`src/rtl/mwc_addr_match.sv`:
```
// N_IGN-way compare of a write address against the enabled scratch-address slots.
module mwc_addr_match #(
  parameter int unsigned ADDR_W = 32,
  parameter int unsigned N_IGN  = 2
) (
  input  logic [ADDR_W-1:0]       i_addr,
  input  logic [N_IGN*ADDR_W-1:0] i_ign_addr,
  input  logic [N_IGN-1:0]        i_ign_valid,
  output logic                    o_hit_c
);

  always_comb begin
    o_hit_c = 1'b0;
    for (int unsigned j = 0; j < N_IGN; j++) begin
      if (i_ign_valid[j] && (i_ign_addr[j*ADDR_W +: ADDR_W] == i_addr)) begin
        o_hit_c = 1'b1;
      end
    end
  end

endmodule

```
`config.mk`:
```
export PLATFORM = sky130hd
export DESIGN_NAME = mwc_addr_match
export DESIGN_NICKNAME = d
export VERILOG_FILES = /design/src/rtl/mwc_addr_match.sv
export SDC_FILE = /design/constraint.sdc
export NUM_CORES = 1
export LEC_CHECK = 0
export BUFFER_PORTS_ARGS = -buffer_cell sky130_fd_sc_hd__buf_2
export CELL_PAD_IN_SITES_DETAIL_PLACEMENT = 0
export CELL_PAD_IN_SITES_GLOBAL_PLACEMENT = 1
export CORE_ASPECT_RATIO = 2
export CORE_MARGIN = 5
export CORE_UTILIZATION = 21
export DETAILED_ROUTE_END_ITERATION = 7
export PLACE_DENSITY = 0.95
export SYNTH_ARGS = -nofsm -noshare
export SYNTH_HDL_FRONTEND = slang
export SYNTH_SLANG_ARGS = --single-unit
```
`constraint.sdc`:
```
create_clock -name vclk -period 2
set_clock_uncertainty 0.05 [all_clocks]
set_input_delay 0.4 -clock vclk [all_inputs]
set_output_delay 0.4 -clock vclk [all_outputs]
set_load 0.005 [all_outputs]
```
==> impl_metrics.json <==
{
  "avgSynthCellArea_um2": 8.04,
  "grt_pass1_wl_um": 4620,
  "final_antenna_net_count": 0,
  "viasPerCell": 4.42,
  "mostFrequentLayoutCell": "buf_2",
  "nClkBuffers": 0,
  "synthesis.area_um2": 699,
  "syn_inst": 87,
  "vdd_ir_drop_max_mv": 0.0762,
  "slew_headroom_pct": 79.2,
  "drt-total-wl_um": 3020,
  "crit_required_ns": 1.55,
  "path_max_fanout": 2,
  "grt_pass1_vias": 1108,
  "area_growth_pct": 96.1,
  "cap_viol_max_count": 0,
  "seq_cell_count": 0,
  "grt_max_degree": 3,
  "drive_gt1_share_pct": 60.0,
  "fillerInstances": 356,
  "yosys_warnings": 0,
  "layout_common_cells": "buf_2 (95), xor2_1 (30), xnor2_1 (26)",
  "final_cell_area_mm2": 0.00137,
  "overflow": 0,
  "globalplace.congestion": 0.727,
  "track_usage_pct": 12.3,
  "initial_utilization_pct": 21.9,
  "synth.yosys.seq_area_share_pct": 0,
  "outcome": "finished, final reports clean",
  "hold_violations": 0,
  "antenna_found_initial": 0,
  "dpl.hpwl_um": 2840,
  "die_area_mm2": 0.00465,
  "fin_nets": 290,
  "synth.distinct_cells": 7,
  "io_pins": 99,
  "worstPathArrival_ns": 1.53,
  "cts_hold_buf": 0,
  "tns_ns": 0,
  "rsz0062_at_grt": "true",
  "fmax_mhz": 506,
  "tightest_slew_ns": 0.309,
  "finalSetupViolations": 0,
  "port_buffers": 99,
  "setup.worst_path.end_class": "primary output",
  "min_period_ns": 1.98,
  "cp-start-kind": "input pin",
  "ff_latch_area_um2": 0,
  "p_leak_uw": 0.000674,
  "dpl_cell_area_mm2": 0.00126,
  "drt_iter0_drc": 0,
  "insertedDiodeCount": 0,
  "die_y_um": 91.6,
  "power_density_mw_per_mm2": 202,
  "fp.dieW_um": 50.8,
  "rows": 29,
  "drc_errors": 0,
  "drv_slew": 0,
  "drtPass1Iterations": 1,
  "fp.coreArea_mm2": 0.00319,
  "hp-class": "in -> out",
  "vias": 977,
  "crit_type": "in -> out",
  "syn_nets": 185,
  "wl_per_cell_um": 13.7,
  "fin_crit_sh_pct": 98.8
}
[per-layer routing]
metal,global-route usage [%],part of all wire (%),vias up
met2,25.7,61,54
li1,-,-,512
met5,0,0,-
met4,0,0,0
met3,2.44,9.5,0
met1,12.1,30,411
[logic make-up (layout without fill, tap and decap cells)]
kind of cell	Yosys count	in the layout	share of synthesized area, %
compound gates	1	1	0.895
simple gates	22	22	19.0
buf+inv	0	103	0
xor+xnor	64	64	80.1
[power by group]
group          switching [uW]  total (uW)  internal (uW)
logic                     113         278            164
registers                   0           0              0
clock network               0           0              0
total                     113         278            164
[final cells by class]
type	instances	area [um^2]	share of cell area [%]
Timing Repair Buffer	103	554	40.4
Tap cell	31	38.8	2.83
Multi-Input combinational cell	87	778	56.8
[critical path, cell delays in order]
cell	delay, ns
buf_2	0.12
xnor2_1	0.15
nand4_1	0.13
nor4_2	0.29
nand4_1	0.13
o22ai_1	0.17
buf_2	0.14
[per-stage QoR]
stage	total power, uW	hold WS (ns)	utilization [%]	worst slack, ns	instances
3_5_place_dp	256	1.10	39.6	-0.110	221
4_1_cts	266	1.10	40.7	0.00654	221
2_1_floorplan	108	0.875	-	0.368	87
6_report	278	1.11	42.9	0.0249	221
3_3_place_gp	254	1.10	39.6	-0.110	221
5_1_grt	306	1.14	42.9	-0.0860	221
[repair_timing]
item                                    4_1_cts  5_1_grt
resized for setup                             5       12
cloned                                        0        0
pin swaps                                     5       14
endpoints found under the setup margin        1        1
buffers inserted                              0        0
[cell usage after synthesis]
| cell type | count | share of area, % |
|---|---|---|
| nand4_1 | 10 | 8.9 |
| xor2_1 | 30 | 38 |
| nor3_1 | 2 | 1.4 |
| o22ai_1 | 1 | 0.90 |
| nand3_1 | 2 | 1.4 |
| xnor2_1 | 34 | 43 |
| nor4_1 | 8 | 7.2 |
[final timing paths]
kind	startpoint	to	depth (start not counted)
hold / removal	i_ign_valid[1]	o_hit_c	4
setup / recovery	i_addr[29]	o_hit_c	7
Power figures use the tool's default switching activity.
